<file path="src/rtl/md_lr_seqr.sv">
// md_lr_seqr: top-level phase sequencer for the long-range (PME) engine.
//
// Runs a programmable number of timesteps. Each timestep clears the whole
// charge grid (INIT), waits for the first valid particle data (WAIT), then
// hands control to the phase engines in order PGMAP, FFTX, FFTY, FFTZNG,
// IFFTX, IFFTY, IFFTZ and (unless energy-only mode is selected) FCALC.
// Each phase is guarded by a watchdog; a hung phase parks the sequencer in
// ERROR until the next start or reset.
//
// Ports:
//   clk, rst_n    clock, asynchronous active-low reset
//   start         run request pulse (ignored while busy)
//   num_steps     timesteps to run, latched on an accepted start (0 runs 1)
//   skip_fcalc    energy-only mode, latched on an accepted start
//   p_valid       first valid particle data available
//   phase_done    completion pulse from the active phase engine
//   state_o       current state code
//   phase_start   one-cycle pulse on entry to PGMAP..FCALC
//   gm_clr_we     grid memory clear write enable
//   gm_clr_addr   grid memory clear address
//   step_cnt      completed timesteps in the current run
//   busy          high in every state except IDLE and ERROR
//   done          one-cycle pulse when the run completes
//   err           sticky watchdog error flag
//   err_state     state that timed out
module md_lr_seqr #(
    parameter  int GX        = 32,
    parameter  int GY        = 32,
    parameter  int GZ        = 32,
    parameter  int STEP_W    = 16,
    parameter  int TMO_W     = 20,
    parameter  int TMO_LIMIT = 2**20 - 1,
    localparam int NPTS      = GX * GY * GZ,
    localparam int AW        = $clog2(NPTS)
) (
    input  logic              clk,
    input  logic              rst_n,
    input  logic              start,
    input  logic [STEP_W-1:0] num_steps,
    input  logic              skip_fcalc,
    input  logic              p_valid,
    input  logic              phase_done,
    output logic [3:0]        state_o,
    output logic              phase_start,
    output logic              gm_clr_we,
    output logic [AW-1:0]     gm_clr_addr,
    output logic [STEP_W-1:0] step_cnt,
    output logic              busy,
    output logic              done,
    output logic              err,
    output logic [3:0]        err_state
);

    // Codes 0..9 follow te_md_lr_seqr_state; IDLE and ERROR occupy the
    // reserved top slots so the phase codes stay unchanged.
    typedef enum logic [3:0] {
        S_INIT   = 4'h0,
        S_WAIT   = 4'h1,
        S_PGMAP  = 4'h2,
        S_FFTX   = 4'h3,
        S_FFTY   = 4'h4,
        S_FFTZNG = 4'h5,
        S_IFFTX  = 4'h6,
        S_IFFTY  = 4'h7,
        S_IFFTZ  = 4'h8,
        S_FCALC  = 4'h9,
        S_ERROR  = 4'hE,
        S_IDLE   = 4'hF
    } state_t;

    state_t            state;
    state_t            nxt;
    state_t            succ;
    logic [TMO_W-1:0]  wdog;
    logic [STEP_W-1:0] steps_lat;
    logic              skip_lat;
    logic              phase_fin;
    logic              run_end;
    logic              step_last;
    logic              wd_hit;
    logic              accept;

    function automatic logic is_phase(input state_t s);
        return (s >= S_PGMAP) && (s <= S_FCALC);
    endfunction

    assign state_o = state;

    always_comb begin
        // NOTE: every variable gets a default before the case so no path
        // leaves it unassigned and no latch is inferred.
        nxt       = state;
        succ      = S_IDLE;
        accept    = ((state == S_IDLE) || (state == S_ERROR)) && start;
        // The entry cycle is exactly the cycle phase_start is high, so a
        // done pulse there is ignored.
        phase_fin = is_phase(state) && !phase_start && phase_done;
        run_end   = phase_fin && ((state == S_FCALC) || (state == S_IFFTZ && skip_lat));
        step_last = (step_cnt + STEP_W'(1)) == steps_lat;
        // Counter holds the number of cycles already spent in the phase, so
        // the last permitted cycle is the one where it equals LIMIT-1.
        wd_hit    = (TMO_LIMIT != 0) && (wdog == TMO_W'(TMO_LIMIT - 1));

        case (state)
            S_PGMAP:  succ = S_FFTX;
            S_FFTX:   succ = S_FFTY;
            S_FFTY:   succ = S_FFTZNG;
            S_FFTZNG: succ = S_IFFTX;
            S_IFFTX:  succ = S_IFFTY;
            S_IFFTY:  succ = S_IFFTZ;
            S_IFFTZ:  succ = S_FCALC;
            default:  succ = S_IDLE;
        endcase

        case (state)
            S_IDLE, S_ERROR: if (start) nxt = S_INIT;
            S_INIT:          if (gm_clr_addr == AW'(NPTS - 1)) nxt = S_WAIT;
            S_WAIT:          if (p_valid) nxt = S_PGMAP;
            S_PGMAP, S_FFTX, S_FFTY, S_FFTZNG,
            S_IFFTX, S_IFFTY, S_IFFTZ, S_FCALC: begin
                // A completing phase beats a watchdog hit on the same cycle.
                if (run_end)        nxt = step_last ? S_IDLE : S_INIT;
                else if (phase_fin) nxt = succ;
                else if (wd_hit)    nxt = S_ERROR;
            end
            default:         nxt = S_IDLE;
        endcase
    end

    // NOTE: sequential state uses non-blocking assignments only, so every
    // register sees the pre-edge values of the others.
    always_ff @(posedge clk or negedge rst_n) begin
        if (!rst_n) begin
            state       <= S_IDLE;
            phase_start <= 1'b0;
            gm_clr_we   <= 1'b0;
            gm_clr_addr <= '0;
            step_cnt    <= '0;
            busy        <= 1'b0;
            done        <= 1'b0;
            err         <= 1'b0;
            err_state   <= '0;
            wdog        <= '0;
            steps_lat   <= '0;
            skip_lat    <= 1'b0;
        end else begin
            state       <= nxt;
            phase_start <= is_phase(nxt) && (nxt != state);
            gm_clr_we   <= (nxt == S_INIT);
            gm_clr_addr <= ((nxt == S_INIT) && (state == S_INIT)) ? gm_clr_addr + AW'(1) : '0;
            busy        <= (nxt != S_IDLE) && (nxt != S_ERROR);
            done        <= run_end && step_last;
            wdog        <= ((nxt == state) && is_phase(state)) ? wdog + TMO_W'(1) : '0;

            if (accept) begin
                steps_lat <= (num_steps == '0) ? STEP_W'(1) : num_steps;
                skip_lat  <= skip_fcalc;
                step_cnt  <= '0;
                err       <= 1'b0;
            end else if (run_end) begin
                step_cnt  <= step_cnt + STEP_W'(1);
            end

            if ((nxt == S_ERROR) && (state != S_ERROR)) begin
                err       <= 1'b1;
                err_state <= state;
            end
        end
    end

endmodule

</file>
<file path="config.mk">
export PLATFORM = sky130hd
export DESIGN_NAME = md_lr_seqr
export DESIGN_NICKNAME = d
export VERILOG_FILES = /design/src/rtl/md_lr_seqr.sv
export SDC_FILE = /design/constraint.sdc
export NUM_CORES = 1
export LEC_CHECK = 0
export BUFFER_PORTS_ARGS = -buffer_cell sky130_fd_sc_hd__buf_2
export CORE_MARGIN = 1
export CORE_UTILIZATION = 35
export CTS_CLUSTER_DIAMETER = 30
export CTS_CLUSTER_SIZE = 30
export DETAILED_ROUTE_END_ITERATION = 12
export PLACE_DENSITY_LB_ADDON = 0.1
export SLEW_MARGIN = 20
export SYNTH_ARGS = -nofsm -noshare
export SYNTH_HDL_FRONTEND = slang
export SYNTH_SLANG_ARGS = --single-unit
</file>
<file path="constraint.sdc">
create_clock -name clk -period 4.05 [get_ports clk]
set_input_delay 0.6075 -clock clk [delete_from_list [all_inputs] [get_ports clk]]
set_output_delay 0.6075 -clock clk [all_outputs]
set_load 0.02 [all_outputs]
</file>
# Word-level counts from Yosys, hierarchy flattened

Index checks and enable logic that the tools add are counted.

Flip-flop bits (word level): 81
Logic and storage cells: 78
Output and inout bits: 44
Input bits: 22

Order comparisons: 4
Mux-type cells: 16
Equal/unequal tests: 20
Add/sub/neg operators: 3
Reductions and logical operators: 23

Operators by type and width:

| cell                                                  | number |
|---|---|
| 2-to-1 mux 16 bit                                     | 3 |
| 2-to-1 mux 4 bit                                      | 7 |
| case mux 4 bit (7 select lines)                       | 1 |
| adder 20 x 1 -> 20 bit, second input constant         | 1 |
| equality test 20 bit, second input constant           | 1 |
| equality test 4 bit, second input constant            | 5 |
| 2-to-1 mux 20 bit                                     | 1 |
| adder 16 x 1 -> 16 bit, second input constant         | 1 |
| equality test 16 bit                                  | 1 |
| equality test 4 x 3 -> 1 bit, second input constant   | 4 |
| zero test 16 bit                                      | 1 |
| case mux 4 bit (4 select lines)                       | 1 |
| adder 15 x 1 -> 15 bit, second input constant         | 1 |
| equality test 15 bit, second input constant           | 1 |
| 2-to-1 mux 15 bit                                     | 1 |
| logical AND 1 bit                                     | 13 |
| inequality test 4 bit, second input constant          | 3 |
| equality test 4 x 2 -> 1 bit, second input constant   | 2 |
| >= comparator 4 x 2 -> 1 bit, second input constant   | 2 |
| less-or-equal comparator 4 bit, second input constant | 2 |
| zero test 4 bit                                       | 2 |
| OR reduction 8 bit                                    | 1 |
| equality test 4 x 1 -> 1 bit, second input constant   | 1 |
| equality test 4 bit                                   | 1 |
| 6 further kinds                                       | 9 |

# Depth between registers and ports, before layout

Gate-level depths: netlist of the first run.

Word-level depth: 10
Depth in mapped cells: 12
Depth with buffers taken out: 10

# Worst setup path after synthesis of the first run

OpenSTA, ideal clock, no wires.

Path type: flip-flop to flip-flop
From: reg step_cnt[0]
To: reg gm_clr_addr[3]
Slack: 1.008 ns
Cell stages (with the launch flop): 12
Path buffers: 2
Setup time: 0.081 ns
Data required time: 3.969 ns
Clock period less this slack: 3.042 ns
Data arrival time: 2.960 ns
Cell sequence: dfrtp_1 > ha_1 > buf_2 > nand2_1 > or4_1 > o32a_1 > o2111ai_1 > nor4_2 > or2_4 > or4_4 > buf_6 > nor3_2

Longest elaborated chain between the ends: 8

Ends and longest elaborated chain:

| element                         | RTL line | RTL |
|---|---|---|
| from (decl)                     | 47       | `output logic [STEP_W-1:0] step_cnt,` |
| from (signal assigned)          | 161      | `step_cnt <= step_cnt + STEP_W'(1);` |
| adder 16 x 1 -> 16 bit          | 99       | `step_last = (step_cnt + STEP_W'(1)) == steps_lat;` |
| equality test 16 bit            | 99       |  |
| 2-to-1 mux 4 bit (2 in a row)   | 122      | `if (run_end) nxt = step_last ? S_IDLE : S_INIT;` |
| case mux 4 bit (4 select lines) | 115      | `case (state)` |
| net nxt[1]                      | 72       | `state_t nxt;` |
| zero test 4 bit                 | 150      | `gm_clr_addr <= ((nxt == S_INIT) && (state == S_INIT)) ? gm_clr_addr + AW'(1) : '0;` |
| logical AND 1 bit               | 150      |  |
| 2-to-1 mux 15 bit               | 150      |  |
| to (signal assigned)            | 150      |  |
| to (decl)                       | 46       | `output logic [AW-1:0] gm_clr_addr,` |

The timed path passes the listed nets, and every way through them passes these cells.
A chain may end at the register's enable or synchronous reset.

# Worst setup path in the final report of the first run

From: reg step_cnt[0]
To: reg err_state[1]

Longest elaborated chain between the ends: 7

Ends and longest elaborated chain:

| element                         | RTL line | RTL |
|---|---|---|
| adder 16 x 1 -> 16 bit          | 99       |  |
| equality test 16 bit            | 99       |  |
| 2-to-1 mux 4 bit (2 in a row)   | 122      |  |
| case mux 4 bit (4 select lines) | 115      |  |
| net nxt[2]                      | 72       |  |
| equality test 4 bit             | 164      | `if ((nxt == S_ERROR) && (state != S_ERROR)) begin` |
| logical AND 1 bit               | 164      |  |
| to (signal assigned)            | 166      | `err_state <= state;` |
| to (decl)                       | 51       | `output logic [3:0] err_state` |

The timed path passes the listed nets, and every way through them passes these cells.

==> results of run 1 <==
==> logic make-up (layout without fill, tap and decap cells) <==
kind of cell	count (synthesis)	count (layout)	synth area share, %
xor gates and xnor gates	57	57	10.47
AOI/OAI and AO/OA	88	88	12.67
muxes	21	21	4.932
and+or+nand+nor	208	208	24.08
buffers and inverters	40	98	4.197
DFF	81	81	42.60
adders and majority gates	4	4	1.049
==> final timing paths <==
check                       startpoint  slack [ns]             to  depth (start not counted)
max in group asynchronous        rst_n        3.23  steps_lat[12]                          1
setup / recovery           step_cnt[0]        0.70   err_state[1]                          9
hold / removal                   rst_n        0.32           busy                          1
setup reg to reg           step_cnt[0]        0.70   err_state[1]                          9
hold reg to reg                    err        0.50            err                          1
min in group clk                   err        0.50            err                          1
==> cells in the final DEF (no fill, tap or decap), drive strengths merged, types with 12 or more instances in the layout <==
master,n
nor2,52
o21ai,28
dfrtp,77
nor3,20
nand2,33
xnor2,22
xor2,35
clkbuf,12
a21oi,18
nand4,16
buf,71
nand3,32
mux2,20
==> critical path: stages, from the launching register on <==
cell	delay, ns
dfrtp_1	0.45
ha_1	0.34
nand2_1	0.24
nor3_1	0.40
xnor2_1	0.20
o2111ai_1	0.19
nor4_2	0.45
or3_1	0.23
nor4b_4	0.36
mux2_2	0.38
==> registers in the layout, summed over array words and instances (netlist names), 4 cells and up <==
| register | flops |
|---|---|
| wdog | 20 |
| gm_clr_addr | 15 |
| step_cnt | 16 |
| steps_lat | 16 |
| state_o | 4 |
| err_state | 4 |
==> metal layers <==
metal / global-route usage (%) / vias up
met5: 0 / -
met4: 7.674 / 0
met3: 3.427 / 14
met2: 27.89 / 119
met1: 24.82 / 1892
li1: - / 1910
==> final cells by class <==
| cell class | instances | area (µm²) |
|---|---|---|
| fillers | 1341 | 7715 |
| multi-input cells | 378 | 2541 |
| flip-flops and latches | 81 | 2032 |
| repair buffers | 71 | 376.6 |
| clock buffers | 12 | 266.5 |
| well taps | 176 | 220.2 |
| clock inverters | 4 | 50.05 |
| inverters | 11 | 41.29 |
==> power by group through the flow <==
stage	sequential, W	combinational [W]	clock [W]
2_1_floorplan	0.00113	0.000833	0
3_3_place_gp	0.00116	0.00110	0
3_5_place_dp	0.00117	0.00109	0
4_1_cts	0.00115	0.00109	0.000888
5_1_grt	0.00118	0.00121	0.000925
6_report	0.00115	0.00109	0.000864
==> per-stage QoR <==
stage / hold slack, ns / power, W / std cells / util (%)
after detailed placement: 0.4933 / 0.002254 / 717 / 39.32
final: 0.3185 / 0.003105 / 733 / 41.74
after CTS: 0.4964 / 0.003133 / 733 / 41.71
after global placement: 0.4829 / 0.002255 / 717 / 39.32
after global routing: 0.3821 / 0.003309 / 733 / 41.74
after floorplan: 0.3119 / 0.001967 / 499 / -
==> impl_metrics.json, run 1 <==
{
  "cts.hold.buffers_added": 0,
  "num_vias": 3935,
  "grt_start_max_net_pins": 82,
  "yosysSeqAreaShare_pct": 42.60,
  "yosysTopAreaCell": "dfrtp_1",
  "clk_pin_slew_ns": 0.06,
  "fin_ws_ns": 0.7006,
  "hold_violations": 0,
  "cts_root_buffer": "clkbuf_16",
  "syn_inst": 499,
  "synth-edff-count": 0,
  "htree_levels": 3,
  "highest_layer": "met4",
  "rsz0062_at_grt": "no",
  "grt_overflow": 0,
  "routabilityCongestion": 0.8301,
  "cts.sinks": 81,
  "async_flop_share_pct": 100.0,
  "hp-class": "input port to asynchronous set/reset pin",
  "power.share.sequential_pct": 37.2,
  "dp_hpwl_um": 8480,
  "critPathArrivalTime_ns": 3.58,
  "setup_viol": 0,
  "synthTopCellsByCount": "dfrtp_1, nor2_1, xor2_1, nand2_1, nand3_1",
  "syn-cell-area_um2": 4770,
  "intPower_w": 0.001937,
  "synth_cell_type_count": 65,
  "drt_wl_total_um": 12010,
  "drt-initial-drc-count": 211,
  "endpoint_kind": "register",
  "place_ws_ns": 0.7285,
  "required_ns": 4.28,
  "worstSetupStartpointType": "register",
  "p_comb_share_pct": 35.0,
  "die_w_um": 118.7,
  "ys_ff_latch": 81,
  "grt_pass1_vias": 3882,
  "critPathKind": "register to register",
  "fp.dieH_um": 118.7,
  "fmax_mhz": 298.6,
  "dr_wl_met3_um": 624,
  "layout-drive-gt1-share_pct": 23.70,
  "grt_use_total_pct": 18.13,
  "vias_per_cell": 5.368,
  "initial_core_util_pct": 36.02,
  "dieArea_um2": 14100,
  "fin_crit_sh_pct": 82.70,
  "cts_buffers": 9,
  "ys.flop_type": "dfrtp_1",
  "netlist.area_leader.share_pct": 40.40,
  "power_density_nw_per_um2": 561.7,
  "dr.pass1.iters": 4,
  "cts_resized": 0,
  "status": "completed",
  "row_count": 42,
  "cts_tree": "done",
  "fin_setup_tns_ns": 0,
  "synth.most_common_cell": "dfrtp_1",
  "slew_viol_final": 0,
  "peakVddDrop_mv": 0.2093,
  "cp_max_fo": 9,
  "synth.net_count": 525,
  "tightestPinTransition_ns": 0.8397,
  "cts_setup_buffers": 0,
  "place_area_um2": 5207,
  "drv_cap": 0,
  "yosys_warnings": 0,
  "drc": 0,
  "syn2layout_area_growth_pct": 15.90,
  "wl_per_cell_um": 16.39,
  "max-slew-margin-rel_pct": 43.64,
  "synth_area_leaders": "dfrtp_1, xor2_1, mux2_2",
  "nNetsFinal": 578,
  "worstSkewPairLatency_ns": 0.35,
  "final_cell_area_um2": 5528,
  "clk_path_buf_depth": 2,
  "switching_share_pct": 37.61,
  "period_minus_slack_ns": 3.349,
  "antenna_found_initial": 0,
  "coreArea_um2": 13240,
  "p_clk_share_pct": 27.8,
  "postRouteAntennaNets": 0,
  "diodes": 0,
  "grt_pass1_wl_um": 20080,
  "routed-wl-met2_um": 5407,
  "leakage_nw": 2.392,
  "port_buffers": 65,
  "p_switching_w": 0.001168,
  "final.setup_skew_ns": 0.005653,
  "syn_area_per_cell_um2": 9.558,
  "io-pin-count": 66,
  "met1Wirelength_um": 5764
}
Note: power is estimated with default switching activity, not from simulation.
==> run 2: changes to the inputs <==
clock period = 3.4 ns   (was 4.05 ns; I/O delays follow)
==> impl_metrics.json, run 2 (synthesis gave the netlist of run 1 again) <==
{
  "drt_wl_total_um": 12020,
  "clk_path_buf_depth": 2,
  "port_buffers": 65,
  "coreArea_um2": 13240,
  "r2r-start": "state_o[3]",
  "rsz0062_at_grt": "no",
  "dieArea_um2": 14100,
  "required_ns": 3.64,
  "drv_cap": 0,
  "cts.hold.buffers_added": 0,
  "setup_viol": 0,
  "peakVddDrop_mv": 0.2441,
  "layout-drive-gt1-share_pct": 25.75,
  "intPower_w": 0.002405,
  "tightestPinTransition_ns": 0.8573,
  "fin_ws_ns": 0.2342,
  "mostFrequentLayoutCells": "dfrtp_1, buf_2, nor2_1, xor2_1",
  "slew_viol_final": 0,
  "htree_levels": 3,
  "die_w_um": 118.7,
  "drt-initial-drc-count": 260,
  "fillers": 1329,
  "final.setup_skew_ns": 0.008250,
  "cpMaxStageDelayCell": "dfstp_2",
  "fin_setup_tns_ns": 0,
  "grt_start_max_net_pins": 82,
  "worstPathCellList": "nor3b_1 -> and2_1 -> o21a_1 -> nand4b_1 -> nor4_4 -> or3_1 -> nor4b_4 -> mux2_2",
  "place_area_um2": 5288,
  "leakage_nw": 2.467,
  "max_stage_delay_ns": 0.68,
  "cts_buffers": 9,
  "r2r_cells": 8,
  "largest_register": "wdog",
  "syn2layout_area_growth_pct": 18.42,
  "grt_use_total_pct": 18.34,
  "io-pin-count": 66,
  "p_clk_share_pct": 28.3,
  "max-slew-margin-rel_pct": 42.46,
  "endpoint_kind": "register",
  "drc": 0,
  "power.share.sequential_pct": 36.1,
  "final_cell_area_um2": 5648,
  "cp_max_fo": 14,
  "crit_start": "state_o[3]",
  "row_count": 42,
  "grt_pass1_vias": 3792,
  "antenna_found_initial": 0,
  "grt_overflow": 0,
  "fin_crit_sh_pct": 93.11,
  "grt_pass1_wl_um": 20000,
  "fp.dieH_um": 118.7,
  "cts.sinks": 81,
  "cts_root_buffer": "clkbuf_16",
  "initial_core_util_pct": 36.02,
  "num_vias": 4013,
  "fmax_mhz": 315.9,
  "routabilityCongestion": 0.8269,
  "switching_share_pct": 36.91,
  "wl_per_cell_um": 16.18,
  "p_switching_w": 0.001407,
  "largest_register_ffs": 20,
  "power_density_nw_per_um2": 674.9,
  "status": "completed",
  "worstSetupStartpointType": "register",
  "period_minus_slack_ns": 3.166,
  "hp-class": "input port to asynchronous set/reset pin",
  "worstSkewPairLatency_ns": 0.35,
  "dr.pass1.iters": 5,
  "postRouteAntennaNets": 0,
  "p_comb_share_pct": 35.6,
  "place_ws_ns": 0.1722,
  "diodes": 0,
  "dp_hpwl_um": 8594,
  "cts_tree": "done",
  "mostFrequentLayoutCell": "dfrtp_1",
  "hold_violations": 0,
  "critPathKind": "register to register",
  "vias_per_cell": 5.401,
  "clk_pin_slew_ns": 0.06,
  "reg.largest.list": "wdog (20), step_cnt (16), steps_lat (16)",
  "critPathArrivalTime_ns": 3.41,
  "nNetsFinal": 588
}
run 2: final cells by class:
cell class / count / area, µm² / share of cell area [%]
clock buffers: 11 / 252.7 / 4.475
multi-input cells: 378 / 2559 / 45.30
repair buffers: 81 / 464.2 / 8.219
clock inverters: 5 / 77.57 / 1.374
well taps: 176 / 220.2 / 3.899
flip-flops and latches: 81 / 2033 / 36.00
inverters: 11 / 41.29 / 0.7311
run 2: worst max-delay path: cells and delay by family, from the launching register on:
| family | cells | cell delay (ns) |
|---|---|---|
| mux | 1 | 0.38 |
| simple gates | 6 | 1.83 |
| flops | 1 | 0.68 |
| compound gates | 1 | 0.16 |
run 2: final timing paths:
path	endpoint	slack, ns
setup / recovery	err_state[2]	0.23
hold / removal	busy	0.20
setup reg to reg	err_state[2]	0.23
hold reg to reg	steps_lat[0]	0.50
max in group asynchronous	step_cnt[0]	2.64
min in group clk	steps_lat[6]	0.41
run 2: per-stage QoR:
stage | power, W | instances | utilization, % | hold WS, ns
finish | 0.003812 | 743 | 42.65 | 0.1983
global route | 0.004054 | 743 | 42.65 | 0.2715
CTS | 0.003835 | 742 | 42.42 | 0.3916
detailed placement | 0.002737 | 726 | 39.93 | 0.4953
global placement | 0.002727 | 726 | 39.93 | 0.4807
floorplan | 0.002344 | 499 | - | 0.2144
run 2: power groups by stage:
stage / Sequential [W] / Combinational, W / Clock, W
after floorplan: 0.00135 / 0.000992 / 0
after global placement: 0.00138 / 0.00134 / 0
after detailed placement: 0.00139 / 0.00135 / 0
after CTS: 0.00137 / 0.00135 / 0.00111
after global routing: 0.00141 / 0.00149 / 0.00115
final: 0.00138 / 0.00136 / 0.00108
run 2: routing by layer:
metal | global-route usage (%) | share of wire [%] | vias up
li1 | - | - | 1928
met1 | 25.59 | 49 | 1949
met2 | 27.27 | 45 | 123
met3 | 4.151 | 5.0 | 13
met4 | 7.437 | 1.7 | 0
met5 | 0 | 0 | -
run 2: timing repair:
| item | 4_1_cts | 5_1_grt |
|---|---|---|
| setup endpoints to repair | 0 | 29 |
| gates resized for setup | 0 | 5 |
| setup buffers | 0 | 1 |
==> run 3: changes to the inputs <==
CTS_BUF_LIST = sky130_fd_sc_hd__clkbuf_2 sky130_fd_sc_hd__clkbuf_4 sky130_fd_sc_hd__clkbuf_8   (was not set)
CTS_CLUSTER_DIAMETER = not set   (was 30)
==> impl_metrics.json, run 3 (synthesis gave the netlist of run 1 again) <==
{
  "postRouteAntennaNets": 0,
  "dr.pass1.iters": 4,
  "cts.sinks": 81,
  "worstSetupStartpointType": "register",
  "grt_use_total_pct": 18.30,
  "dieArea_um2": 14100,
  "largest_register": "wdog",
  "wl_per_cell_um": 16.18,
  "period_minus_slack_ns": 3.188,
  "vias_per_cell": 5.343,
  "cts_tree": "done",
  "cts_buffers": 9,
  "fin_setup_tns_ns": 0,
  "clk_path_buf_depth": 2,
  "grt_overflow": 0,
  "htree_levels": 3,
  "worstSkewPairLatency_ns": 0.38,
  "drv_cap": 0,
  "cp_max_fo": 14,
  "worstPathCellList": "nor3b_1 -> and2_1 -> o21a_1 -> nand4b_1 -> nor4_4 -> or3_1 -> nor4b_4 -> mux2_2",
  "routabilityCongestion": 0.8269,
  "clk_pin_slew_ns": 0.09,
  "die_w_um": 118.7,
  "diodes": 0,
  "fp.dieH_um": 118.7,
  "setup_viol": 0,
  "largest_register_ffs": 20,
  "hold_ws_ns": 0.1629,
  "cpMaxStageDelayCell": "dfstp_2",
  "max_stage_delay_ns": 0.70,
  "slew_viol_final": 0,
  "rsz0062_at_grt": "no",
  "grt_pass1_vias": 3780,
  "syn2layout_area_growth_pct": 16.26,
  "power_density_nw_per_um2": 639.1,
  "required_ns": 3.68,
  "grt_pass1_wl_um": 19980,
  "initial_core_util_pct": 36.02,
  "mostFrequentLayoutCell": "dfrtp_1",
  "nNetsFinal": 588,
  "grt_start_max_net_pins": 82,
  "mostFrequentLayoutCells": "dfrtp_1, buf_2, nor2_1, xor2_1",
  "cts.hold.buffers_added": 0,
  "endpoint_kind": "register",
  "hold_violations": 0,
  "cts_root_buffer": "clkbuf_8",
  "tightestPinTransition_ns": 0.8563,
  "status": "completed",
  "dp_hpwl_um": 8594,
  "fin_crit_sh_pct": 93.75,
  "antenna_found_initial": 0,
  "reg.largest.list": "wdog (20), step_cnt (16), steps_lat (16)",
  "critPathArrivalTime_ns": 3.46,
  "report.power.total_w": 0.003544,
  "critPathKind": "register to register",
  "layout-drive-gt1-share_pct": 25.57,
  "drt-initial-drc-count": 246,
  "max-slew-margin-rel_pct": 42.53,
  "row_count": 42,
  "drt_wl_total_um": 12020,
  "coreArea_um2": 13240,
  "leakage_nw": 2.421,
  "peakVddDrop_mv": 0.2437,
  "num_vias": 3970,
  "fmax_mhz": 313.7,
  "final.setup_skew_ns": 0.01019,
  "drc": 0,
  "io-pin-count": 66,
  "port_buffers": 65,
  "hp-class": "input port to asynchronous set/reset pin"
}
-- run 3: layout make-up --
class                      instances  area [µm²]
multi-input combinational        378        2557
timing repair buffer              81       464.2
tap                              176       220.2
inverter                          11       41.29
fill                            1343        7697
clock buffer                      11       151.4
clock inverter                     5       77.57
sequential                        81        2033
-- run 3: metrics by stage --
stage / instances / utilization, % / setup WS (ns) / instance area (µm²)
2_1_floorplan: 499 / - / 0.3583 / 4770
3_3_place_gp: 726 / 39.93 / 0.2322 / 5288
3_5_place_dp: 726 / 39.93 / 0.1722 / 5288
4_1_cts: 742 / 41.66 / 0.1519 / 5517
5_1_grt: 743 / 41.87 / 0.03022 / 5545
6_report: 743 / 41.87 / 0.2124 / 5545
-- run 3: worst paths after layout --
check                                  start           end  slack, ns  cells after the start
min in group clk                num_steps[6]  steps_lat[6]       0.37                      2
worst max register to register    state_o[3]  err_state[2]       0.21                      8
max in group asynchronous              rst_n   step_cnt[0]       2.67                      1
worst max-delay path              state_o[3]  err_state[2]       0.21                      8
worst min register to register  steps_lat[0]  steps_lat[0]       0.51                      2
worst min-delay path                   rst_n          busy       0.16                      1
-- run 3: worst max-delay path: cells and delay by family (launching register included) --
kind	cells	cell delay, ns
AOI/OAI and AO/OA	1	0.16
DFF	1	0.70
muxes	1	0.38
and+or+nand+nor	6	1.84
-- run 3: power breakdown --
part           leakage, nW  switching, W  internal, W
combinational         1.22      0.000769     0.000583
sequential            1.08      0.000232      0.00114
clock                0.115      0.000370     0.000451
total                 2.42       0.00137      0.00217
-- run 3: what timing repair did --
action,in CTS,in global routing
setup buffers,0,1
hold endpoints to repair,0,0
resized for setup,0,4
setup endpoints to repair,0,29
-- run 3: per-layer routing --
layer | global-route usage, % | part of all wire [%]
met3 | 3.861 | 4.5
met2 | 27.34 | 44
met1 | 25.47 | 49
met4 | 7.832 | 2.0
met5 | 0 | 0
